===== src/rtl/seg_scan_ctrl_pkg.sv =====
// Shared definitions for the 7-segment scan controller.
// Contents: scan state enum, blank segment/anode constants, anode select helper
// and the BCD -> 7-segment (active-low, common-anode) lookup.
package seg_scan_ctrl_pkg;

    typedef enum logic {
        BLANK = 1'b0,
        SHOW  = 1'b1
    } scan_state_t;

    localparam logic [7:0] SEG_BLANK = 8'hFF;  // all segments and dp off
    localparam logic [6:0] SEG_OFF   = 7'h7F;  // segments a..g off, dp untouched

    // All anodes off (active-low). Callers slice to their digit count.
    function automatic logic [7:0] an_off();
        return 8'hFF;
    endfunction

    // One-hot-low anode pattern selecting digit idx.
    function automatic logic [7:0] an_sel(input logic [2:0] idx);
        logic [7:0] r;
        r      = an_off();
        r[idx] = 1'b0;
        return r;
    endfunction

    // Bits 6:0 = g..a, active-low. Non-BCD codes render blank.
    function automatic logic [6:0] bcd_to_seg(input logic [3:0] bcd);
        logic [6:0] s;
        case (bcd)
            4'd0:    s = 7'b1000000;
            4'd1:    s = 7'b1111001;
            4'd2:    s = 7'b0100100;
            4'd3:    s = 7'b0110000;
            4'd4:    s = 7'b0011001;
            4'd5:    s = 7'b0010010;
            4'd6:    s = 7'b0000010;
            4'd7:    s = 7'b1111000;
            4'd8:    s = 7'b0000000;
            4'd9:    s = 7'b0010000;
            default: s = SEG_OFF;
        endcase
        return s;
    endfunction

endpackage


===== src/rtl/seg_scan_ctrl_bcd_seg_dec.sv =====
// bcd_seg_dec: combinational BCD nibble + decimal point -> active-low segment byte.
// Ports:
//   bcd  in  4  BCD nibble (10..15 decode to blank)
//   dp   in  1  decimal point, 1 = lit
//   seg  out 8  bit7 = dp, bits6:0 = g..a, active-low
module bcd_seg_dec
    import seg_scan_ctrl_pkg::*;
(
    input  logic [3:0] bcd,
    input  logic       dp,
    output logic [7:0] seg
);

    assign seg = {~dp, bcd_to_seg(bcd)};

endmodule


===== src/rtl/seg_scan_ctrl.sv =====
// seg_scan_ctrl: time-multiplexed scan controller for a common-anode
// multi-digit 7-segment display with a double-buffered load interface.
// Ports:
//   clk        in   1             system clock
//   rst        in   1             asynchronous reset, active-high
//   load       in   1             capture digits_in/dp_in/lzb_en when ready
//   digits_in  in   4*NUM_DIGITS  BCD nibbles, digit 0 = bits [3:0] = rightmost
//   dp_in      in   NUM_DIGITS    decimal points, 1 = lit
//   lzb_en     in   1             leading-zero blanking enable
//   ready      out  1             pending buffer empty, load will be accepted
//   seg        out  8             segments, active-low, bit7 = dp
//   an         out  NUM_DIGITS    anodes, active-low
//   digit_idx  out  clog2(N)      digit currently being driven
//
// Handshake: a transfer happens on any cycle where load && ready; ready drops
// the following cycle and stays low until the captured values move into the
// active buffer at the next frame boundary (SHOW->BLANK of the last digit).
module seg_scan_ctrl
    import seg_scan_ctrl_pkg::*;
#(
    parameter int NUM_DIGITS   = 4,
    parameter int PRESCALE     = 50000,
    parameter int BLANK_CYCLES = 16
) (
    input  logic                          clk,
    input  logic                          rst,
    input  logic                          load,
    input  logic [4*NUM_DIGITS-1:0]       digits_in,
    input  logic [NUM_DIGITS-1:0]         dp_in,
    input  logic                          lzb_en,
    output logic                          ready,
    output logic [7:0]                    seg,
    output logic [NUM_DIGITS-1:0]         an,
    output logic [$clog2(NUM_DIGITS)-1:0] digit_idx
);

    localparam int IDX_W       = $clog2(NUM_DIGITS);
    localparam int CNT_W       = $clog2(PRESCALE);
    localparam int SHOW_CYCLES = PRESCALE - BLANK_CYCLES;

    scan_state_t             state, state_next;
    logic [CNT_W-1:0]        cnt, cnt_next;
    logic [IDX_W-1:0]        idx_next;
    logic                    frame_end;
    logic [7:0]              seg_next;
    logic [NUM_DIGITS-1:0]   an_next;

    logic [4*NUM_DIGITS-1:0] act_digits, pend_digits;
    logic [NUM_DIGITS-1:0]   act_dp, pend_dp;
    logic                    act_lzb, pend_lzb, pend_valid;

    logic [3:0]              cur_nibble;
    logic                    cur_dp;
    logic [7:0]              dec_seg;
    logic [NUM_DIGITS-1:0]   lz_mask;
    logic                    zero_run;
    logic [7:0]              an_all;

    assign ready = ~pend_valid;

    // Single shared decoder fed from the active-digit mux.
    assign cur_nibble = act_digits[{digit_idx, 2'b00} +: 4];
    assign cur_dp     = act_dp[digit_idx];

    bcd_seg_dec u_dec (
        .bcd (cur_nibble),
        .dp  (cur_dp),
        .seg (dec_seg)
    );

    // lz_mask[i] is set when digit i and every higher digit are zero.
    // Digit 0 is excluded so a value of zero still shows one "0".
    always_comb begin
        lz_mask  = '0;
        zero_run = 1'b1;
        for (int i = NUM_DIGITS - 1; i >= 1; i--) begin
            zero_run   = zero_run & (act_digits[4*i +: 4] == 4'd0);
            lz_mask[i] = zero_run;
        end
    end

    always_comb begin
        state_next = state;
        cnt_next   = cnt + 1'b1;
        idx_next   = digit_idx;
        frame_end  = 1'b0;
        seg_next   = SEG_BLANK;
        an_next    = '1;
        an_all     = an_sel(3'(digit_idx));

        case (state)
            BLANK: begin
                if (cnt == CNT_W'(BLANK_CYCLES - 1)) begin
                    state_next = SHOW;
                    cnt_next   = '0;
                end
            end
            SHOW: begin
                if (cnt == CNT_W'(SHOW_CYCLES - 1)) begin
                    state_next = BLANK;
                    cnt_next   = '0;
                    if (digit_idx == IDX_W'(NUM_DIGITS - 1)) begin
                        idx_next  = '0;
                        frame_end = 1'b1;
                    end else begin
                        idx_next = digit_idx + 1'b1;
                    end
                end
            end
            default: begin
                state_next = BLANK;
                cnt_next   = '0;
            end
        endcase

        // Outputs are registered from the next state so they change on the
        // edge that enters it. digit_idx only changes when entering BLANK, so
        // the current index is the right one whenever the next state is SHOW.
        if (state_next == SHOW) begin
            seg_next = {dec_seg[7], (act_lzb && lz_mask[digit_idx]) ? SEG_OFF : dec_seg[6:0]};
            an_next  = an_all[NUM_DIGITS-1:0];
        end
    end

    always_ff @(posedge clk or posedge rst) begin
        if (rst) begin
            state       <= BLANK;
            cnt         <= '0;
            digit_idx   <= '0;
            seg         <= SEG_BLANK;
            an          <= '1;
            act_digits  <= '0;
            act_dp      <= '0;
            act_lzb     <= 1'b0;
            pend_digits <= '0;
            pend_dp     <= '0;
            pend_lzb    <= 1'b0;
            pend_valid  <= 1'b0;
        end else begin
            state     <= state_next;
            cnt       <= cnt_next;
            digit_idx <= idx_next;
            seg       <= seg_next;
            an        <= an_next;

            // A capture implies the pending buffer was empty, so it can never
            // collide with a transfer on the same edge.
            if (load && !pend_valid) begin
                pend_digits <= digits_in;
                pend_dp     <= dp_in;
                pend_lzb    <= lzb_en;
                pend_valid  <= 1'b1;
            end else if (frame_end && pend_valid) begin
                act_digits <= pend_digits;
                act_dp     <= pend_dp;
                act_lzb    <= pend_lzb;
                pend_valid <= 1'b0;
            end
        end
    end

endmodule


===== config.mk =====
export PLATFORM = sky130hd
export DESIGN_NAME = seg_scan_ctrl
export DESIGN_NICKNAME = d
export VERILOG_FILES = /design/src/rtl/seg_scan_ctrl_pkg.sv /design/src/rtl/seg_scan_ctrl_bcd_seg_dec.sv /design/src/rtl/seg_scan_ctrl.sv
export SDC_FILE = /design/constraint.sdc
export NUM_CORES = 1
export LEC_CHECK = 0
export ABC_CLOCK_PERIOD_IN_PS = 3300
export BUFFER_PORTS_ARGS = -buffer_cell sky130_fd_sc_hd__buf_2
export CAP_MARGIN = 20
export CORE_ASPECT_RATIO = 1.75
export CORE_UTILIZATION = 30
export DETAILED_ROUTE_END_ITERATION = 10
export PLACE_DENSITY_LB_ADDON = 0.12
export SETUP_SLACK_MARGIN = 0.5
export SYNTH_ARGS = -nofsm -noshare
export SYNTH_HDL_FRONTEND = slang
export SYNTH_SLANG_ARGS = --single-unit

===== constraint.sdc =====
create_clock -name clk -period 3.3 [get_ports clk]
set_clock_uncertainty 0.2 [all_clocks]
set_input_delay 0.66 -clock clk [delete_from_list [all_inputs] [get_ports clk]]
set_output_delay 0.66 -clock clk [all_outputs]
set_load 0.02 [all_outputs]

* Word-level counts from Yosys, hierarchy flattened *
Memory sizes are Yosys's and may differ from the RTL's.
Index checks and enable logic that the tools add are counted.

word-level totals
  flip-flop bits (word level) = 74
  latch bits = 0
  memory bits (writable) = 0
  memory bits (read-only) = 112
  input port bits = 24
  output and inout bits = 15
  word-level logic and storage cells = 61
  memories kept = 1

memory list
  memory            words  bits a word  rd ports  clocked after Yosys merged registers in  wr ports  RTL line                 source
  (name not given)  16     7            1         0                                        0         seg_scan_ctrl_pkg.sv:30  case (bcd)

operators by class
  add/subtract/negate cells = 2
  multipliers = 0
  div/mod/pow operators = 0
  order comparisons = 3
  equality and inequality tests = 3
  shift operators = 1
  mux-type cells = 21
  bitwise operators = 7
  reduce and logical (&&, ||, !) cells = 11

operators with widths
  kind                   number
  $mux 16                2
  $pmux 16 s2            1
  $add 16x1->16 const B  1
  $eq 16x16->1 const B   1
  $eq 16x4->1 const B    1
  $shiftx 16x5->4        1
  $logic_not 4->1        3
  $mux 1                 10
  $mux 8                 1
  $mux 7                 1
  $bmux 1 s2             2
  $logic_and 1x1->1      4
  $lt 2x4->1 const B     1
  $mux 4                 1
  $not 1->1              4
  $not 4->4              1
  $reduce_and 2->1       2
  $lt 2x3->1 const B     1
  $add 2x1->2 const B    1
  $and 1x1->1            2
  $demux 1 s2            1
  $eq 2x2->1 const B     1
  $ge 2x1->1 const B     1
  $mux 2                 1
  other kinds (3)        3

* Depth between registers and ports, before layout *
  word-level depth = 8
  mapped depth = 8

* By module *
A second synthesis with hierarchy kept.

second synthesis, totals
  cell total of the unflattened synthesis = 261
  area total of the unflattened synthesis = 3387.0 µm²

by module, submodules not included
  module         times used  cells each  area an instance (µm²)  seq. area each (µm²)
  seg_scan_ctrl  1           229         3183.1                  1866.8
  bcd_seg_dec    1           32          203.9                   0.0

* Least setup slack after synthesis *
No wires, ideal clock.

  path type = reg-to-reg
  start point = reg digit_idx[1]
  end point = reg seg[5]
  data arrival time = 2.179 ns
  required time = 3.001 ns
  setup slack = 0.822 ns
  stages on the path, launching flop included = 9
  path buffers = 1
  period minus slack after synthesis = 2.478 ns
  cell sequence = dfrtp_1 -> clkbuf_1 -> mux4_2 -> inv_1 -> ha_1 -> inv_1 -> or2_2 -> a21oi_1 -> nand3_1

between the ends
  cells in the longest elaborated chain, start to end = 5
  elaborated cells on any way between the ends = 7

RTL lines
  element                                                               RTL line              source
  start, declared                                                       seg_scan_ctrl.sv:34   output logic [$clog2(NUM_DIGITS)-1:0] digit_idx
  start signal, assigned                                                seg_scan_ctrl.sv:142  digit_idx <= idx_next;
  parallel branches: the longest is 3 deep, another holds $mem_v2 16x7  n/a
  $mux 7 (*)                                                            seg_scan_ctrl.sv:120  seg_next = {dec_seg[7], (act_lzb && lz_mask[digit_idx]) ? SEG_OFF : dec_seg[6:0]};
  $mux 8 (*)                                                            seg_scan_ctrl.sv:119  if (state_next == SHOW) begin
  named net seg_next[5]                                                 seg_scan_ctrl.sv:45   logic [7:0] seg_next;
  end signal, assigned                                                  seg_scan_ctrl.sv:143  seg <= seg_next;
  end, declared                                                         seg_scan_ctrl.sv:32   output logic [7:0] seg,

Mark *: on every way through the listed nets, which the timed path passes. The select of a mux whose other input is x is not followed.
A chain may end at the register's enable or synchronous reset.

* Worst setup path after layout *
Ends and elaborated chain as after synthesis.

==> metrics.md <==
| Metric | Value |
|---|---|
| Outcome | finished, final reports clean |
| Commonest non-fill, non-tap cell in the layout | dfrtp_1 |
| WP data arrival | 2.41 ns |
| CP required | 3.32 ns |
| Residual DRC count | 0 |
| Yosys top cell area share | 46.8% |
| Routed wire length | 6620 um |
| Pins Over Slew Limit | 0 |
| Startpoint Class | flip-flop |
| Full die area | 0.0115 mm2 |
| Antenna viol nets, final | 0 |
| Post-route setup slack | about 0.9 ns |
| Clock root buffer | clkbuf_16 |
| Clock Sinks | 74 |
| H-Tree Depth | 3 |
| Setup-failing EPs final | 0 |
| Post-synthesis register bit count | 74 |
| I/O Buffers | 38 |
| Syn Nets | 281 |
| Vias/cell | between 4 and 5 |
| Cell taking the most area after synthesis | dfrtp_1 |
| Worst Tran Pin Value | 0.595 ns |
| Vias in the first global route | 2117 |
| Max Fanout on Critical Path | 10 |
| Top post-synthesis cells by area | dfrtp_1, mux2_2, dfstp_2, ha_1, mux4_2 |
| Drt wl/cell | between 15 and 20 um |
| FP Rows | 50 |
| DR pass1 iterations | 5 |
| # nets final | around 330 |
| Routability Congestion | roughly 0.8 |
| Share of post-route cells with drive strength above 1 | a little over two fifths |
| Max-cap check violation count | 0 |
| # Post-CTS Setup Buffers | 0 |
| CTS buffer count | 9 |
| Hold Buf Count CTS | 0 |
| Final Core Density | a little under two fifths |
| Slew margin rel. | between 60% and 70% |
| RSZ-0062 raised after global routing | no |
| Post-cts resize count | 0 |
| CTS tree | yes |
| Hpwl dp | 4720 um |
| Die Wd | about 81 um |
| All-Layer GR Usage | 13.2% |
| Seq/Total Area, Yosys | a little under three fifths |
| F_max | between 400 and 500 MHz |
| Via count | between 2000 and 2500 |
| Power per Cell Area | a little over 500 mW/mm2 |
| Setup TNS | 0 ns |
| Starting DRT DRC Count | approximately 110 |
| Crit path kind | reg2reg |
| Avg Inst Size Synth | ~13 um2 |
| Tcrit/Tclk final | a little over 70% |
| First-pass GRT wire length | roughly 11000 um |
| Ports | 39 |
| Pin count of the biggest net entering global routing | 75 |
| Commonest cells after routing, fill and taps aside | dfrtp_1, mux2_2, buf_2 |
| Min Clock Period, post-route | around 2.4 ns |
| Yosys warning count | 0 |
| P_leak | approximately 1.9 nW |
| Skew-Pair Late Insertion Delay | between 0.3 and 0.4 ns |
| Final hold viol count | 0 |
| Die H | about 140 um |
| Mapped cell area | ~0.0033 mm2 |
| VDD IR max | roughly 0.26 mV |
| Pre-CTS WS | between 0.9 and 1 ns |
| Diode count | 0 |
| Starting Density | between 30% and 40% |
| Hold Path Class | in2async |
| Initial antenna violation count | 0 |
| Clock tree buffer depth | 2 |
| Crit. End Element | flip-flop |
| Core Area | 0.0107 mm2 |
| Synth Instances | about 250 |
| Worst-path clk slew | 0.06 ns |
| Area grow syn2layout | 20.2% |
| Grt total ovfl | 0 |
| Hold_ws | 0.204 ns |
| Post-synth cell types | 37 |
-- routing by layer --
metal	global-route usage [%]	wire [um]	vias to the layer above
met5	0	0	-
met4	7.80	171	0
met3	2.85	212	11
met2	22.1	3570	39
met1	15.0	2670	999
li1	-	-	974
-- state kept, by name, indices dropped and copies added (netlist names) --
| signal | count |
|---|---|
| seg | 8 |
| pend_valid | 1 |
| an | 4 |
| pend_lzb | 1 |
| state | 1 |
| act_dp | 4 |
| pend_dp | 4 |
| act_digits | 16 |
| cnt | 16 |
| act_lzb | 1 |
| pend_digits | 16 |
| digit_idx | 2 |
-- Yosys cell counts (all sizes together) --
master   number
o2bb2ai       1
o2111ai       1
o211ai        1
nand3         7
a21oi         5
dfrtp        62
and3          2
xnor2         8
nor2         14
nand4         9
mux2i         2
mux4          5
or4bb         1
nor2b         2
or4b          1
nand2         8
buf           6
or3           2
and2          1
ha           10
dfstp        12
or4           5
o22ai         1
or2           2
nor3          5
nor4          3
xor2          6
clkbuf        2
o21a          2
and4          1
o21ai         3
inv          12
mux2         45
-- report_power, final --
group | internal [W] | switching [W]
registers | 0.000942 | 0.0000185
logic | 0.0000361 | 0.0000277
clock network | 0.000680 | 0.000364
-- worst max-delay path, stage by stage, from the launching register on --
cell and delay (ns):
dfrtp_1 0.58, mux4_2 0.63, inv_1 0.15, ha_1 0.16
inv_1 0.03, or2_2 0.30, a21oi_1 0.15, nand3_1 0.09
-- cell families after synthesis --
kind of cell	count (synthesis)	share of synthesized area, %
muxes	52	19.3
AOI/OAI and AO/OA	14	3.59
buffers and inverters	20	2.60
adders and majority gates	10	3.78
xor gates and xnor gates	14	3.70
DFF	74	56.3
and+or+nand+nor	63	10.7
-- final cells by class --
class | instances | area [um2]
clock inverters | 5 | 77.6
well taps | 130 | 163
fillers | 1065 | 6710
repair buffers | 41 | 225
clock buffers | 11 | 243
flip-flops and latches | 74 | 1870
inverters | 12 | 45.0
multi-input cells | 153 | 1360
-- worst paths after layout --
path                            cells past startpoint        endpoint          from  slack (ns)
worst max register to register                      7          seg[5]  digit_idx[1]        0.92
min in group clk                                    1          cnt[0]        cnt[0]        0.30
max in group asynchronous                           3          seg[1]           rst        2.34
worst min-delay path                                3  pend_digits[9]           rst        0.20
worst max-delay path                                7          seg[5]  digit_idx[1]        0.92
worst min register to register                      1          cnt[0]        cnt[0]        0.30
-- stage by stage --
step                      power (W)  cells  instance area, um2
after floorplan             0.00101    247                3310
after global placement      0.00104    410                3660
after detailed placement    0.00105    410                3660
after CTS                   0.00211    426                3980
after global routing        0.00216    426                3980
final                       0.00207    426                3980
Power figures use the tool's default switching activity.
